<file path="config.mk">
export PLATFORM = sky130hd
export DESIGN_NAME = gen_audio_mix
export DESIGN_NICKNAME = d
export VERILOG_FILES = /design/src/rtl/gen_audio_mix.sv
export SDC_FILE = /design/constraint.sdc
export NUM_CORES = 2
export LEC_CHECK = 0
export BUFFER_PORTS_ARGS = -buffer_cell sky130_fd_sc_hd__buf_2
export CORE_MARGIN = 8
export CORE_UTILIZATION = 50
export CTS_CLUSTER_SIZE = 24
export DETAILED_ROUTE_END_ITERATION = 8
export PLACE_DENSITY_LB_ADDON = 0.1
export SYNTH_ARGS = -nofsm -noshare
export SYNTH_HDL_FRONTEND = slang
export SYNTH_SLANG_ARGS = --single-unit
</file>
<file path="constraint.sdc">
create_clock -name I_clk -period 15.2 [get_ports I_clk]
set_input_delay 2.28 -clock I_clk [delete_from_list [all_inputs] [get_ports I_clk]]
set_output_delay 2.28 -clock I_clk [all_outputs]
set_load 0.005 [all_outputs]
</file>
<file path="src/rtl/gen_audio_mix.sv">
// Multi-channel sine mixer: CHANNELS phase-accumulator oscillators share one
// quarter-wave LUT and one multiplier; the sum is saturated to SAMPLE_W bits.
module gen_audio_mix #(
  parameter  int CHANNELS = 4,
  parameter  int SAMPLE_W = 16,
  parameter  int PHASE_W  = 24,
  parameter  int LUT_AW   = 8,
  parameter  int AMP_W    = 8,
  localparam int CH_W     = (CHANNELS > 1) ? $clog2(CHANNELS) : 1
) (
  input  logic                I_clk,
  input  logic                I_reset,
  input  logic                I_tick,
  input  logic                I_cfg_we,
  input  logic [CH_W-1:0]     I_cfg_ch,
  input  logic [PHASE_W-1:0]  I_cfg_inc,
  input  logic [AMP_W-1:0]    I_cfg_amp,
  input  logic                I_cfg_en,
  input  logic                I_ovr_clr,
  output logic [SAMPLE_W-1:0] O_sample,
  output logic                O_valid,
  output logic                O_busy,
  output logic                O_overrun
);

  localparam int  ACC_W = SAMPLE_W + $clog2(CHANNELS) + 1;
  localparam int  MUL_W = SAMPLE_W + AMP_W + 1;
  localparam int  LUT_N = 1 << LUT_AW;
  localparam int  SMAX  = (1 << (SAMPLE_W - 1)) - 1;
  localparam real PI    = 3.14159265358979323846;

  localparam logic signed [ACC_W-1:0] ACC_MAX = ACC_W'(SMAX);
  localparam logic signed [ACC_W-1:0] ACC_MIN = ACC_W'(-SMAX - 1);

  // Sample points sit at bin centres, so the quadrant mirror needs no +1 offset.
  function automatic int lut_entry(input int i);
    real x;
    x = real'(SMAX) * $sin(PI / 2.0 * (real'(i) + 0.5) / real'(LUT_N));
    return $rtoi(x + 0.5);
  endfunction

  logic signed [SAMPLE_W-1:0] lut [LUT_N];

  for (genvar gi = 0; gi < LUT_N; gi++) begin : g_lut
    localparam int VAL = lut_entry(gi);
    assign lut[gi] = SAMPLE_W'(VAL);
  end

  typedef enum logic [2:0] {S_IDLE, S_LOOKUP, S_SCALE, S_ACC, S_OUT} state_t;

  state_t                     state_q, state_d;
  logic [CH_W-1:0]            ch_q, ch_d;
  logic signed [ACC_W-1:0]    acc_q, acc_d;
  logic signed [SAMPLE_W-1:0] s_q, s_d;
  logic signed [SAMPLE_W-1:0] prod_q, prod_d;
  logic [PHASE_W-1:0]         phase_q [CHANNELS];
  logic [PHASE_W-1:0]         phase_d [CHANNELS];
  logic [PHASE_W-1:0]         sh_inc_q [CHANNELS];
  logic [PHASE_W-1:0]         sh_inc_d [CHANNELS];
  logic [AMP_W-1:0]           sh_amp_q [CHANNELS];
  logic [AMP_W-1:0]           sh_amp_d [CHANNELS];
  logic [CHANNELS-1:0]        sh_en_q, sh_en_d;
  logic [PHASE_W-1:0]         act_inc_q [CHANNELS];
  logic [PHASE_W-1:0]         act_inc_d [CHANNELS];
  logic [AMP_W-1:0]           act_amp_q [CHANNELS];
  logic [AMP_W-1:0]           act_amp_d [CHANNELS];
  logic [CHANNELS-1:0]        act_en_q, act_en_d;
  logic [CHANNELS-1:0]        pend_q, pend_d;
  logic [SAMPLE_W-1:0]        sample_q, sample_d;
  logic                       valid_q, valid_d;
  logic                       busy_q, busy_d;
  logic                       ovr_q, ovr_d;

  logic [PHASE_W-1:0]         cur_phase;
  logic [1:0]                 quad;
  logic [LUT_AW-1:0]          addr;
  logic signed [SAMPLE_W-1:0] lut_s;
  logic signed [MUL_W-1:0]    mul_a, mul_b, mul_p;
  logic                       cfg_hit;

  always_comb begin
    state_d   = state_q;
    ch_d      = ch_q;
    acc_d     = acc_q;
    s_d       = s_q;
    prod_d    = prod_q;
    phase_d   = phase_q;
    sh_inc_d  = sh_inc_q;
    sh_amp_d  = sh_amp_q;
    sh_en_d   = sh_en_q;
    act_inc_d = act_inc_q;
    act_amp_d = act_amp_q;
    act_en_d  = act_en_q;
    pend_d    = pend_q;
    sample_d  = sample_q;
    valid_d   = 1'b0;
    ovr_d     = ovr_q;

    cur_phase = phase_q[ch_q];
    quad      = cur_phase[PHASE_W-1 -: 2];
    addr      = cur_phase[PHASE_W-3 -: LUT_AW];
    if (quad[0]) addr = ~addr;
    lut_s     = lut[addr];
    mul_a     = {{(MUL_W-SAMPLE_W){s_q[SAMPLE_W-1]}}, s_q};
    mul_b     = {{(MUL_W-AMP_W){1'b0}}, act_amp_q[ch_q]};
    mul_p     = mul_a * mul_b;
    cfg_hit   = I_cfg_we && (int'(I_cfg_ch) < CHANNELS);

    if (I_ovr_clr) ovr_d = 1'b0;
    if (I_tick && state_q != S_IDLE) ovr_d = 1'b1;

    case (state_q)
      S_IDLE: begin
        if (I_tick) begin
          act_inc_d = sh_inc_q;
          act_amp_d = sh_amp_q;
          act_en_d  = sh_en_q;
          for (int c = 0; c < CHANNELS; c++) begin
            if (pend_q[c]) phase_d[c] = '0;
          end
          pend_d  = '0;
          acc_d   = '0;
          ch_d    = '0;
          state_d = S_LOOKUP;
        end
      end
      S_LOOKUP: begin
        s_d     = quad[1] ? -lut_s : lut_s;
        state_d = S_SCALE;
      end
      S_SCALE: begin
        prod_d  = SAMPLE_W'(mul_p >>> AMP_W);
        state_d = S_ACC;
      end
      S_ACC: begin
        if (act_en_q[ch_q]) begin
          acc_d         = acc_q + {{(ACC_W-SAMPLE_W){prod_q[SAMPLE_W-1]}}, prod_q};
          phase_d[ch_q] = phase_q[ch_q] + act_inc_q[ch_q];
        end
        if (ch_q == CH_W'(CHANNELS - 1)) begin
          state_d = S_OUT;
        end else begin
          ch_d    = ch_q + 1'b1;
          state_d = S_LOOKUP;
        end
      end
      S_OUT: begin
        if (acc_q > ACC_MAX)      sample_d = SAMPLE_W'(ACC_MAX);
        else if (acc_q < ACC_MIN) sample_d = SAMPLE_W'(ACC_MIN);
        else                      sample_d = SAMPLE_W'(acc_q);
        valid_d = 1'b1;
        state_d = S_IDLE;
      end
      default: state_d = S_IDLE;
    endcase

    // Applied after the tick handling so a write on the tick edge stays pending.
    if (cfg_hit) begin
      sh_inc_d[I_cfg_ch] = I_cfg_inc;
      sh_amp_d[I_cfg_ch] = I_cfg_amp;
      sh_en_d[I_cfg_ch]  = I_cfg_en;
      pend_d[I_cfg_ch]   = 1'b1;
    end

    busy_d = (state_d != S_IDLE);
  end

  always_ff @(posedge I_clk or posedge I_reset) begin
    if (I_reset) begin
      state_q   <= S_IDLE;
      ch_q      <= '0;
      acc_q     <= '0;
      s_q       <= '0;
      prod_q    <= '0;
      phase_q   <= '{default: '0};
      sh_inc_q  <= '{default: '0};
      sh_amp_q  <= '{default: '0};
      sh_en_q   <= '0;
      act_inc_q <= '{default: '0};
      act_amp_q <= '{default: '0};
      act_en_q  <= '0;
      pend_q    <= '0;
      sample_q  <= '0;
      valid_q   <= 1'b0;
      busy_q    <= 1'b0;
      ovr_q     <= 1'b0;
    end else begin
      state_q   <= state_d;
      ch_q      <= ch_d;
      acc_q     <= acc_d;
      s_q       <= s_d;
      prod_q    <= prod_d;
      phase_q   <= phase_d;
      sh_inc_q  <= sh_inc_d;
      sh_amp_q  <= sh_amp_d;
      sh_en_q   <= sh_en_d;
      act_inc_q <= act_inc_d;
      act_amp_q <= act_amp_d;
      act_en_q  <= act_en_d;
      pend_q    <= pend_d;
      sample_q  <= sample_d;
      valid_q   <= valid_d;
      busy_q    <= busy_d;
      ovr_q     <= ovr_d;
    end
  end

  assign O_sample  = sample_q;
  assign O_valid   = valid_q;
  assign O_busy    = busy_q;
  assign O_overrun = ovr_q;

endmodule

</file>
==> run summary <==
* 59 — number of placed I/O pins
* 93,780 um — total routed wirelength
* 2,482 — number of DRC violations after detailed-routing iteration 0
* sky130_fd_sc_hd__clkbuf_16 — cell chosen for the clock root
* 0.03459 ns — worst clock skew on the final layout
* 8.199% — area grow syn2layout
* 2 — Worst Hold Depth
* 7.58 ns — arrival time of data at the critical path endpoint
* 97 — count of cell types in the netlist
* 2 — depth of the CTS H-tree
* 0 — Post-synth EDFFs
* 23,760 — number of global-route vias before repair
* 24,260 — via total after detailed routing
* 49 — number of buffers inserted during clock tree synthesis
* reg2reg — kind of critical path
* 0.3724 — share of the yosys chip area belonging to registers
* 175 — largest net degree at the start of global routing
* 0 — Max Cap Viol
* 1.000 — share of synthesized flip-flops with an asynchronous set or reset
* 1.014 — weighted congestion reported at the end of routability-driven placement
* 140.3 MHz — fmax
* 0 — number of warnings issued by yosys
* 0.2245 — relative slew slack
* reg2reg — Hold/Removal Path Class
* 0 — setup violation total in the final timing report
* 0 — count of pins over their slew limit
* 0.4405 ns — worst hold slack after final layout
* 439 — clk sinks
* 0 — total overflow reported by the global router
* done — clock tree from TritonCTS
* 24.11 um — average wire per standard cell
* 439 — number of synthesized register bits
* 0.02950 mm^2 — total standard cell area after synthesis
* 64,970 um — DP HPWL
* 0 — post_cts resized
* 0 — Final Hold Vio Count
* 0.01693 mm^2 — area of the multi-input gates
* 3,337 — Nets
* 5,194 — number of inserted filler cells in the final layout
* 8.032 ns — pre-CTS setup slack
* 6 — first drt pass iteration count
* 0 ns — Fin Setup TNS
* 0.4690 — final worst-path cycle share
* 0 — antenna violations before repair
* 258.9 um — die span in x
* 0.01099 mm^2 — flip-flop and latch area
* 3,391 — net count of the mapped netlist
* 89 — row count
* 7.128 ns — clock period minus worst slack
* 258.9 um — die height
* 0.5026 — Starting Density
* 0 — CTS hold repair buffers
* register — critical path capture point type
* 15 — cells on worst reg2reg path
* 0.06702 mm^2 — floorplan die area
* 0.1415 — layout cell share with drive strength beyond 1
* 9.415 um^2 — average cell area after synthesis
* 30 — worst-path fanout max
* 1.163 ns — slew at the pin closest to its max-slew limit
* 144,700 um — global-route wire length before repair
* register — critical path startpoint category
* sky130_fd_sc_hd__dfrtp_1 — flip-flop cell with the highest count after synthesis
* completed — run status
* 0 — drc violations
* 0 — post-detailed-route count of antenna-violating nets
* 3 — Longest Clk Path Bufs
* 0.05869 mm^2 — placeable core region
* 0.06 ns — clock slew at the register clock pins of the worst setup and hold paths
* 6.236 — detail-routed via count per cell
* 8.072 ns — Setup WS post-layout
* 0.60 ns — clock insertion delay at the later pin of the skew report
* false — setup repair after global routing missed its margin
* 58 — number of buffer cells added on primary ports
* 0.2750 — GRT Overall Usage
* 3,133 — count of mapped cells out of synthesis
* 15.66 ns — data required time at the worst endpoint
* 0 — total setup buffers inserted after CTS
metal layers:
layer	vias up	wire length [um]	GRT usage
met4	0	3931	0.1095
met2	1028	43150	0.4310
met1	12180	39980	0.3804
li1	10830	-	-
met3	226	6718	0.04396
met5	-	0	0
through the flow:
step / cell area, um^2 / cells / utilization
finish: 31920 / 3890 / 0.5438
global route: 31910 / 3889 / 0.5438
CTS: 31910 / 3889 / 0.5438
detailed placement: 30240 / 3801 / 0.5153
global placement: 30240 / 3801 / 0.5153
floorplan: 29500 / 3133 / -
critical path, stage by stage (launching register included):
cell and delay, ns:
sky130_fd_sc_hd__dfrtp_4 0.78, sky130_fd_sc_hd__mux4_2 0.85, sky130_fd_sc_hd__xor2_1 0.24, sky130_fd_sc_hd__buf_4 0.23, sky130_fd_sc_hd__ha_1 0.30, sky130_fd_sc_hd__buf_4 0.40, sky130_fd_sc_hd__clkinv_1 0.52, sky130_fd_sc_hd__nor2_1 1.00
sky130_fd_sc_hd__nor3_1 0.10, sky130_fd_sc_hd__a311oi_1 0.89, sky130_fd_sc_hd__a31oi_1 0.24, sky130_fd_sc_hd__o31ai_2 0.44, sky130_fd_sc_hd__nand4_2 0.33, sky130_fd_sc_hd__o41ai_2 0.42, sky130_fd_sc_hd__xnor2_1 0.16, sky130_fd_sc_hd__o21ai_1 0.07
flip-flops by register name, summed over array words and instances, names as in the netlist, 4 cells and up:
| signal | flops |
|---|---|
| sh_en_q | 4 |
| sh_inc_q | 96 |
| act_en_q | 4 |
| act_inc_q | 96 |
| O_sample | 16 |
| acc_q | 19 |
| act_amp_q | 32 |
| prod_q | 16 |
| s_q | 16 |
| pend_q | 4 |
| sh_amp_q | 32 |
| phase_q | 96 |
cell type report:
cell class | instances | share of cell area
clock buffer | 71 | 0.04477
sequential | 439 | 0.3444
antenna | 1 | 0.00007841
multi-input combinational | 2303 | 0.5305
clock inverter | 17 | 0.007566
inverter | 179 | 0.02129
timing repair buffer | 107 | 0.02101
tap | 773 | 0.03030
Yosys cell counts, drive strengths merged, types with 35 or more instances:
cell type / number / area share
o22ai: 41 / 0.0087
and2: 71 / 0.015
o21ai: 166 / 0.028
a21oi: 116 / 0.020
dfrtp: 439 / 0.37
nand2: 685 / 0.087
nand3: 65 / 0.011
nor3: 48 / 0.0081
nand2b: 35 / 0.0074
a22o: 72 / 0.021
buf: 83 / 0.016
nor2: 101 / 0.013
clkbuf: 129 / 0.016
ha: 115 / 0.049
fa: 103 / 0.070
xnor2: 56 / 0.017
mux4: 56 / 0.043
inv: 177 / 0.023
mux2: 139 / 0.053
final timing paths:
check | start | slack, ns | end
max in group asynchronous | I_reset | 11.04 | act_inc_q[12]$_DFFE_PP0P_
min reg2reg | sh_inc_q[36]$_DFFE_PP0P_ | 0.44 | act_inc_q[36]$_DFFE_PP0P_
min | sh_inc_q[36]$_DFFE_PP0P_ | 0.44 | act_inc_q[36]$_DFFE_PP0P_
max reg2reg | ch_q[1]$_DFFE_PP0P_ | 8.07 | s_q[13]$_DFFE_PP0P_
max | ch_q[1]$_DFFE_PP0P_ | 8.07 | s_q[13]$_DFFE_PP0P_
min in group asynchronous | I_reset | 1.84 | sh_inc_q[48]$_DFFE_PP0P_
cells by family after synthesis:
logic type | count (synthesis) | share of synthesized area
simple gates | 1120 | 0.1696
buf+inv | 391 | 0.05497
fa+ha+maj | 218 | 0.1187
xor+xnor | 80 | 0.02490
compound gates | 673 | 0.1575
mux | 212 | 0.1018
flops | 439 | 0.3724
cell usage in the layout, fill, tap and decap left out, types with 14 or more instances in the layout:
| cell type | count |
|---|---|
| sky130_fd_sc_hd__a21o_1 | 24 |
| sky130_fd_sc_hd__o221ai_1 | 15 |
| sky130_fd_sc_hd__buf_4 | 48 |
| sky130_fd_sc_hd__dfrtp_1 | 437 |
| sky130_fd_sc_hd__o21ai_0 | 153 |
| sky130_fd_sc_hd__ha_1 | 115 |
| sky130_fd_sc_hd__xor2_1 | 22 |
| sky130_fd_sc_hd__inv_1 | 171 |
| sky130_fd_sc_hd__xnor2_1 | 55 |
| sky130_fd_sc_hd__nor3_1 | 48 |
| sky130_fd_sc_hd__a211oi_1 | 18 |
| sky130_fd_sc_hd__or3_1 | 16 |
| sky130_fd_sc_hd__a31oi_1 | 24 |
| sky130_fd_sc_hd__o211ai_1 | 30 |
| sky130_fd_sc_hd__o31ai_1 | 17 |
| sky130_fd_sc_hd__nor2b_1 | 19 |
| sky130_fd_sc_hd__buf_2 | 58 |
| sky130_fd_sc_hd__clkbuf_16 | 49 |
| sky130_fd_sc_hd__a22o_1 | 72 |
| sky130_fd_sc_hd__nand2_1 | 681 |
| sky130_fd_sc_hd__nand2b_1 | 35 |
| sky130_fd_sc_hd__and2_1 | 70 |
| sky130_fd_sc_hd__mux4_2 | 56 |
| sky130_fd_sc_hd__fa_1 | 103 |
| sky130_fd_sc_hd__nor2_1 | 101 |
| sky130_fd_sc_hd__a21oi_1 | 111 |
| sky130_fd_sc_hd__mux2_2 | 138 |
| sky130_fd_sc_hd__nand3_1 | 64 |
| sky130_fd_sc_hd__or2_2 | 14 |
| sky130_fd_sc_hd__o22ai_1 | 41 |
| sky130_fd_sc_hd__mux2i_1 | 16 |
Power is not shown: default switching activity piles up to over one toggle a cycle in this logic, so the estimate is an artifact.
